**config.mk**
```make
export PLATFORM = sky130hd
export DESIGN_NAME = rtc_calendar
export DESIGN_NICKNAME = d
export VERILOG_FILES = /design/src/rtl/rtc_calendar.sv
export SDC_FILE = /design/constraint.sdc
export NUM_CORES = 1
export LEC_CHECK = 0
export ABC_CLOCK_PERIOD_IN_PS = 9900
export CAP_MARGIN = 40
export CORE_AREA = 2 2 130 120
export DETAILED_ROUTE_END_ITERATION = 12
export DIE_AREA = 0 0 132 122
export PLACE_DENSITY = 0.71
export SLEW_MARGIN = 20
export SYNTH_ARGS = -nofsm -noshare
export SYNTH_HDL_FRONTEND = slang
export SYNTH_SLANG_ARGS = --single-unit
```
**constraint.sdc**
```tcl
create_clock -name clk_i -period 9.9 [get_ports clk_i]
set_input_delay 2.97 -clock clk_i [delete_from_list [all_inputs] [get_ports clk_i]]
set_output_delay 2.97 -clock clk_i [all_outputs]
set_load 0.03 [all_outputs]
```
**src/rtl/rtc_calendar.sv**
```systemverilog
// rtl/rtc_calendar.sv - seconds-tick to calendar time converter with checked software load
// Optional weekday tracking is built when RTC_CALENDAR_WDAY_EN is defined.
module rtc_calendar #(
  parameter int YEAR_BASE  = 2000,
  parameter int YEAR_WIDTH = 7
) (
  input  logic                  clk_i,
  input  logic                  rst_i,
  input  logic                  en_i,
  input  logic                  tick_i,
  input  logic                  ld_valid_i,
  output logic                  ld_ready_o,
  input  logic [5:0]            ld_sec_i,
  input  logic [5:0]            ld_min_i,
  input  logic [4:0]            ld_hour_i,
  input  logic [4:0]            ld_day_i,
  input  logic [3:0]            ld_mon_i,
  input  logic [YEAR_WIDTH-1:0] ld_year_i,
`ifdef RTC_CALENDAR_WDAY_EN
  input  logic [2:0]            ld_wday_i,
  output logic [2:0]            wday_o,
`endif
  output logic                  ld_err_o,
  output logic [5:0]            sec_o,
  output logic [5:0]            min_o,
  output logic [4:0]            hour_o,
  output logic [4:0]            day_o,
  output logic [3:0]            mon_o,
  output logic [YEAR_WIDTH-1:0] year_o,
  output logic                  min_p_o,
  output logic                  day_p_o
);

  typedef enum logic {IDLE, CHECK} state_t;
  state_t state, state_nxt;

  logic [5:0]            sh_sec, sh_min;
  logic [4:0]            sh_hour, sh_day;
  logic [3:0]            sh_mon;
  logic [YEAR_WIDTH-1:0] sh_year;
`ifdef RTC_CALENDAR_WDAY_EN
  logic [2:0]            sh_wday;
  logic [2:0]            inc_wday;
`endif

  logic                  pending, pending_nxt;
  logic                  handshake, shadow_ok, commit, step;
  logic                  c_sec, c_min, c_hour, c_day, c_mon;
  logic [4:0]            cur_dim;
  logic [5:0]            inc_sec, inc_min;
  logic [4:0]            inc_hour, inc_day;
  logic [3:0]            inc_mon;
  logic [YEAR_WIDTH-1:0] inc_year;

  // Leap test runs on the absolute year so century rules apply correctly.
  function automatic logic [4:0] dim(input logic [3:0] mon, input logic [YEAR_WIDTH-1:0] yoff);
    logic [31:0] y;
    logic        leap;
    y    = 32'(YEAR_BASE) + 32'(yoff);
    leap = ((y % 32'd4 == 32'd0) && (y % 32'd100 != 32'd0)) || (y % 32'd400 == 32'd0);
    case (mon)
      4'd4, 4'd6, 4'd9, 4'd11: dim = 5'd30;
      4'd2:                    dim = leap ? 5'd29 : 5'd28;
      default:                 dim = 5'd31;
    endcase
  endfunction

  always_ff @(posedge clk_i) begin
    if (rst_i) state <= IDLE;
    else       state <= state_nxt;
  end

  always_comb begin
    state_nxt = state;
    case (state)
      IDLE:    if (ld_valid_i) state_nxt = CHECK;
      CHECK:   state_nxt = IDLE;
      default: state_nxt = IDLE;
    endcase
  end

  always_comb begin
    ld_ready_o = (state == IDLE);
    ld_err_o   = (state == CHECK) && !shadow_ok;
  end

  always_comb begin
    shadow_ok = (sh_sec < 6'd60) && (sh_min < 6'd60) && (sh_hour < 5'd24) &&
                (sh_mon >= 4'd1) && (sh_mon <= 4'd12) &&
                (sh_day >= 5'd1) && (sh_day <= dim(sh_mon, sh_year));
`ifdef RTC_CALENDAR_WDAY_EN
    shadow_ok = shadow_ok && (sh_wday <= 3'd6);
`endif
  end

  // A tick that collides with a load is parked and applied once the FSM is back in IDLE.
  always_comb begin
    handshake = (state == IDLE) && ld_valid_i;
    commit    = (state == CHECK) && shadow_ok;
    step      = (state == IDLE) && en_i && (pending || (tick_i && !handshake));
    if (state == CHECK) pending_nxt = pending || (tick_i && en_i);
    else                pending_nxt = handshake && tick_i && en_i;
  end

  always_comb begin
    cur_dim  = dim(mon_o, year_o);
    c_sec    = (sec_o == 6'd59);
    c_min    = c_sec && (min_o == 6'd59);
    c_hour   = c_min && (hour_o == 5'd23);
    c_day    = c_hour && (day_o == cur_dim);
    c_mon    = c_day && (mon_o == 4'd12);
    inc_sec  = c_sec  ? 6'd0 : sec_o + 6'd1;
    inc_min  = c_sec  ? (c_min  ? 6'd0 : min_o + 6'd1)  : min_o;
    inc_hour = c_min  ? (c_hour ? 5'd0 : hour_o + 5'd1) : hour_o;
    inc_day  = c_hour ? (c_day  ? 5'd1 : day_o + 5'd1)  : day_o;
    inc_mon  = c_day  ? (c_mon  ? 4'd1 : mon_o + 4'd1)  : mon_o;
    inc_year = c_mon  ? year_o + 1'b1 : year_o;
`ifdef RTC_CALENDAR_WDAY_EN
    inc_wday = c_hour ? ((wday_o == 3'd6) ? 3'd0 : wday_o + 3'd1) : wday_o;
`endif
  end

  always_ff @(posedge clk_i) begin
    if (handshake) begin
      sh_sec  <= ld_sec_i;
      sh_min  <= ld_min_i;
      sh_hour <= ld_hour_i;
      sh_day  <= ld_day_i;
      sh_mon  <= ld_mon_i;
      sh_year <= ld_year_i;
`ifdef RTC_CALENDAR_WDAY_EN
      sh_wday <= ld_wday_i;
`endif
    end
  end

  always_ff @(posedge clk_i) begin
    if (rst_i) begin
      sec_o   <= 6'd0;
      min_o   <= 6'd0;
      hour_o  <= 5'd0;
      day_o   <= 5'd1;
      mon_o   <= 4'd1;
      year_o  <= '0;
      pending <= 1'b0;
      min_p_o <= 1'b0;
      day_p_o <= 1'b0;
`ifdef RTC_CALENDAR_WDAY_EN
      wday_o  <= 3'd0;
`endif
    end else begin
      pending <= pending_nxt;
      min_p_o <= step && c_sec;
      day_p_o <= step && c_hour;
      if (commit) begin
        sec_o  <= sh_sec;
        min_o  <= sh_min;
        hour_o <= sh_hour;
        day_o  <= sh_day;
        mon_o  <= sh_mon;
        year_o <= sh_year;
`ifdef RTC_CALENDAR_WDAY_EN
        wday_o <= sh_wday;
`endif
      end else if (step) begin
        sec_o  <= inc_sec;
        min_o  <= inc_min;
        hour_o <= inc_hour;
        day_o  <= inc_day;
        mon_o  <= inc_mon;
        year_o <= inc_year;
`ifdef RTC_CALENDAR_WDAY_EN
        wday_o <= inc_wday;
`endif
      end
    end
  end

endmodule
```
Word level (Yosys, flattened, before mapping)
Cells that the tools add are included.
{"block": "totals", "output_inout_bits": 37, "rom_bits": 0, "ram_bits": 0, "latchBits": 0, "memories": 0, "reg_bits": 70}
{"block": "classes", "n_div": 4, "n_reduce_logical": 48, "addsub": 8, "mul": 0, "n_lt_le_gt_ge": 7, "n_bitwise": 1, "mux": 29, "shifts": 0, "n_eq_ne": 15}
{"operator": "zero test 32 bit", "count": 4}
{"operator": "remainder unit 32 x 7 -> 32 bit (second input constant)", "count": 2}
{"operator": "remainder unit 32 x 9 -> 32 bit (second input constant)", "count": 2}
{"operator": "nonzero test 32 bit", "count": 2}
{"operator": "two-way mux 6 bit", "count": 7}
{"operator": "two-way mux 5 bit", "count": 8}
{"operator": "adder 11 x 7 -> 12 bit (first input constant)", "count": 2}
{"operator": "logical AND 1 bit", "count": 23}
{"operator": "two-way mux 7 bit", "count": 3}
{"operator": "== test 4 bit (second input constant)", "count": 5}
{"operator": "== test 4 x 3 -> 1 bit (second input constant)", "count": 4}
{"operator": "two-way mux 4 bit", "count": 4}
{"operator": "adder 6 x 1 -> 6 bit (second input constant)", "count": 2}
{"operator": "== test 6 bit (second input constant)", "count": 2}
{"operator": "< comparator 6 bit (second input constant)", "count": 2}
{"operator": "nonzero test 2 bit", "count": 6}
{"operator": "adder 5 x 1 -> 5 bit (second input constant)", "count": 2}
{"operator": "AND reduction 2 bit", "count": 5}
{"operator": "== test 4 x 2 -> 1 bit (second input constant)", "count": 2}
{"operator": "case mux 2 bit (2 select lines)", "count": 2}
{"operator": "OR reduction 4 bit", "count": 2}
{"operator": "adder 7 x 1 -> 7 bit (second input constant)", "count": 1}
{"operator": "== test 5 bit", "count": 1}
{"operator": "== test 5 bit (second input constant)", "count": 1}
{"operator": "11 further kinds", "count": 18}

Depth between registers and ports, before layout
{"block": "depth", "depth_word": 14, "mapped_depth": 37, "mapped_depth_nobuf": 33}

Worst setup path after synthesis
OpenSTA, ideal clock, no wires.
{"block": "synth_path", "path_kind": "register to output", "startpoint": "register sh_year[5]", "endpoint": "output ld_err_o", "slack_ns": 0.583, "path_buffers": 3, "stages_incl_launch_ff": 29, "arrival_ns": 6.347, "cell_sequence": "edfxtp_1 ha_1 inv_1 ha_1 clkbuf_1 inv_1 ha_1 nor3b_1 nor2_1 o21ai_0 and2_1 clkbuf_1 o21a_1 o21ai_0 a31o_2 clkbuf_1 or3_1 a311o_1 o21ai_0 nand2_1 and3_1 o22ai_1 o211ai_1 a41o_1 a31oi_1 ha_1 a211oi_1 nor4_1 nor2_1"}
{"block": "synth_via", "elab_chain_len": 11, "elab_cells_between_ends": 13}
{"item": "start, declared", "line_no": "40", "rtl": "logic [YEAR_WIDTH-1:0] sh_year;"}
{"item": "start signal, assigned", "line_no": "130", "rtl": "sh_year <= ld_year_i;"}
{"item": "adder 11 x 7 -> 12 bit *", "line_no": "59", "rtl": "y = 32'(YEAR_BASE) + 32'(yoff);"}
{"item": "remainder unit 32 x 7 -> 32 bit", "line_no": "60", "rtl": "leap = ((y % 32'd4 == 32'd0) && (y % 32'd100 != 32'd0)) || (y % 32'd400 == 32'd0);"}
{"item": "nonzero test 32 bit", "line_no": "60"}
{"item": "logical AND 1 bit", "line_no": "60"}
{"item": "logical OR 1 bit *", "line_no": "60"}
{"item": "two-way mux 1 bit *", "line_no": "63", "rtl": "4'd2: dim = leap ? 5'd29 : 5'd28;"}
{"item": "case mux 2 bit (2 select lines) *", "line_no": "61", "rtl": "case (mon)"}
{"item": "less-or-equal comparator 5 bit *", "line_no": "90", "rtl": "(sh_day >= 5'd1) && (sh_day <= dim(sh_mon, sh_year));"}
{"item": "logical AND 1 bit *", "line_no": "90"}
{"item": "zero test 1 bit *", "line_no": "84", "rtl": "ld_err_o = (state == CHECK) && !shadow_ok;"}
{"item": "logical AND 1 bit *", "line_no": "84"}
{"item": "end, declared", "line_no": "23", "rtl": "output logic ld_err_o,"}
Mark *: on every way between the ends. The rest lies on a longest branch, timed or not.

Final worst setup path
{"block": "layout_path", "startpoint": "register sh_year[4]", "endpoint": "output ld_err_o"}
Same word-level chain as after synthesis.

==> metrics.md <==
| Metric | Value |
|---|---|
| Status | `finished, final reports clean` |
| Crit path time final | `about 9500 ps` |
| Max Slew Vio Count | `0` |
| Max-Cap Viols | `0` |
| Final GP Congestion | `approximately 0.93` |
| Sw Share | `between 40% and 50%` |
| # DRC | `0` |
| Worst setup startpoint | `sh_year[4]` |
| Startpoint types | `register` |
| Syn_area_per_cell | `8.02 um2` |
| Vias/cell | `6.14` |
| # clock sinks | `70` |
| Critical path's slowest cell | `or4_1` |
| RSZ-0062 raised after global routing | `false` |
| Detailed Routing Iterations Pass 1 | `5` |
| Yosys warning total | `0` |
| Top Family by Delay on Critical Path | `compound AO/OA/AOI/OAI gates` |
| Routed WL per cell | `16.6 um` |
| Worst EP required | `~6900 ps` |
| Synth top area share | `around 15%` |
| Vias in the first global route | `5938` |
| Top_reg_cell synth | `dfxtp_1` |
| Yosys reg bits | `70` |
| Max Freq | `105 MHz` |
| Levels on crit path | `28` |
| Post-synthesis sequential area ratio | `26.6%` |
| Register area | `0.00173 mm2` |
| Worst-margin pin slew | `slightly above 800 ps` |
| Nets@finish | `949` |
| Total Die Area | `between 0.015 and 0.02 mm2` |
| DIE HEIGHT | `122 um` |
| Worst slew margin | `43.4%` |
| Netlist cell types | `102` |
| Post-Synthesis Cells | `slightly above 800` |
| Initial drt markers | `673` |
| Internal | `1020 uW` |
| First-pass GRT wire length | `29400 um` |
| Depth of the worst register-to-register path | `21` |
| Number of synthesized flops with an enable pin | `33` |
| Leading cell type in the layout, fill and taps excluded | `nor2_1` |
| CP endpoint | `ld_err_o` |
| Area leader, netlist | `edfxtp_1` |
| Maximum clock path buffer count | `2` |
| Area Overhead vs Synth | `22.7%` |
| Crit Reg-Reg Endpoint | `year_o[1]` |
| Tcrit/Tclk final | `96.4%` |
| Critical Path Sink Type | `primary output` |
| Core area | `0.0149 mm2` |
| Critical path's most frequent cell | `buf_4` |
| Switching power | `roughly 900 uW` |
| Launching point of the worst reg2reg path | `year_o[4]` |
| Crit path largest cell delay | `500 ps` |
| Final non-filler cell area | `0.00797 mm2` |
| Number of diodes | `0` |
| I/O Pins | `75` |
| H-Tree Depth | `3` |
| Layout cells sized above 1 | `11.1%` |
| Reg clk slew, reported paths | `around 60 ps` |
| Pin count of the biggest net entering global routing | `43` |
| FF-to-FF setup slack | `about 2100 ps` |
| Grt ovf | `0` |
| Final Hold Viols | `0` |
| Total negative slack | `0 ps` |
| Async S/R FF share, synth | `0%` |
| Die Wd | `132 um` |
| Most frequent cells in the layout | `93 x nor2_1, 73 x clkdlybuf4s50_1, 51 x nand2_1` |
| Post-route ant nets | `0` |
| Worst Clk Skew | `9.37 ps` |
| Vias | `6701` |
| Footprint of the multi-input gates | `0.00457 mm2` |
| Mapped Area | `~0.0065 mm2` |
| TritonCTS buffer count | `9` |
| Min-Delay Path Class | `register to register` |
| Total wire length | `18200 um` |
| Worst-Skew Late Latency | `about 330 ps` |
| CP Max Fanout | `7` |
| Port bufs | `74` |
| Clock power share | `18.3%` |
| Endpoints failing setup | `0` |
| Num rows | `43` |
| Initial antenna violation count | `0` |
| Peak supply drop | `0.117 mV` |
| Sequential Power Share | `between 10% and 20%` |
| Post-Route Utilization | `53.5%` |
| Total track usage | `a little over a fifth` |
| Logic pwr share | `a little under two thirds` |
| Power Dens Cells | `238 mW/mm2` |
| Leak Pwr | `about 0.0028 uW` |
| Main area contributors after synthesis | `edfxtp_1 15%, dfxtp_1 11%, nor2_1 5.5%` |
| CTS tree | `done` |
| Arr. time, crit path | `6570 ps` |
| Clk root buf | `clkbuf_16` |
| Starting Density | `about 44%` |
| DPL Wire Length | `approximately 13000 um` |
| Cell area after placement | `between 0.007 and 0.008 mm2` |
| Worst path bufs/invs | `6` |
| CP Class | `register to primary output` |
| # fillers | `1387` |
| Net count after synthesis | `875` |
## through the flow
step	setup slack, ps	power, uW	instances	hold slack, ps
global placement	173	1490	1071	495
global route	12.3	2020	1092	561
CTS	32.6	1860	1089	543
floorplan	583	1250	811	473
finish	358	1900	1092	546
detailed placement	-85.9	1500	1073	523
## cell type report
cell class | instances | area share (%)
multi-input combinational | 670 | 57.4
sequential | 70 | 21.7
timing repair buffer | 104 | 12.3
tap | 202 | 3.17
clock buffer | 11 | 2.92
inverter | 30 | 1.41
clock inverter | 5 | 1.07
## worst reg2reg max path: stages, from the launching register on
cell,delay [ps]
dfxtp_1,480
ha_1,370
inv_1,80
ha_1,480
ha_1,750
nor3b_4,460
xnor2_2,190
a211oi_4,360
a311oi_2,120
or3_1,540
nand2_4,140
xor2_1,670
o31ai_1,180
mux2_4,340
or4_1,540
o311ai_1,120
nand4bb_1,180
a221oi_2,380
mux2_4,350
nor2_2,440
nor2_1,150
a221o_1,340
## sequential cells by signal (all words and copies together), names as in the netlist, 4 cells and up
| signal | flops |
|---|---|
| sh_year | 7 |
| year_o | 7 |
| min_o | 6 |
| sec_o | 6 |
| sh_min | 6 |
| sh_sec | 6 |
| day_o | 5 |
| hour_o | 5 |
| sh_day | 5 |
| sh_hour | 5 |
| mon_o | 4 |
| sh_mon | 4 |
## layer usage
| metal | up-vias | share of wire, % | GRT usage [%] |
|---|---|---|---|
| met5 | - | 0 | 0 |
| li1 | 3288 | - | - |
| met4 | 0 | 1.3 | 4.62 |
| met1 | 3128 | 47 | 30.9 |
| met2 | 259 | 44 | 34.8 |
| met3 | 26 | 7.3 | 4.16 |
## repair_timing
item | 4_1_cts | 5_1_grt
resized for setup | 7 | 20
pin swaps | 0 | 4
endpoints found under the setup margin | 1 | 1
gates cloned | 0 | 0
hold buffers | 0 | 0
buffers inserted | 0 | 3
## worst min-delay path by stage
stage,start,to,cells past startpoint
6_report,hour_o[3],hour_o[3],2
5_1_grt,sh_sec[1],sec_o[1],2
2_1_floorplan,sh_sec[4],sec_o[4],2
4_1_cts,sh_sec[4],sec_o[4],2
3_3_place_gp,sh_sec[2],sec_o[2],2
3_5_place_dp,hour_o[3],hour_o[3],2
## synth_stat cells (6+ instances only)
master     n
a22oi_1    7
nor3b_1    6
a311oi_1  11
xnor2_1   25
or4_1      6
xor2_1     9
nor2b_1    8
a21o_1     7
nand4_1   12
a211oi_1  15
clkbuf_1  26
a211o_1    7
or3_1      9
o211ai_1  10
inv_1     27
mux2i_1   10
dfxtp_1   37
nor3_1    29
nand2_1   51
nand2b_1  12
and2_1     8
and3_1     9
a221oi_1   7
a31oi_1    8
edfxtp_1  33
ha_1      26
a21oi_1   51
nand3b_1   9
nor4_1    14
nand3_1   29
o21ai_0   40
nor2_1    95
o31ai_1   17
## logic make-up (layout without fill, tap and decap cells)
logic type | after synthesis | count (layout) | synth area share [%]
mux | 17 | 17 | 2.91
simple gates | 327 | 327 | 26.4
fa+ha+maj | 26 | 26 | 5.00
xor+xnor | 35 | 35 | 4.83
flops | 70 | 70 | 26.6
compound gates | 265 | 265 | 29.8
buf+inv | 71 | 150 | 4.50
## power by group through the flow
stage                     Sequential, uW  Combinational [uW]  Clock [uW]
after floorplan                      361                 889           0
after global placement               353                1140           0
after detailed placement             353                1150           0
after CTS                            347                1160         350
after global routing                 350                1310         362
final                                348                1200         347
Power figures use the tool's default switching activity.
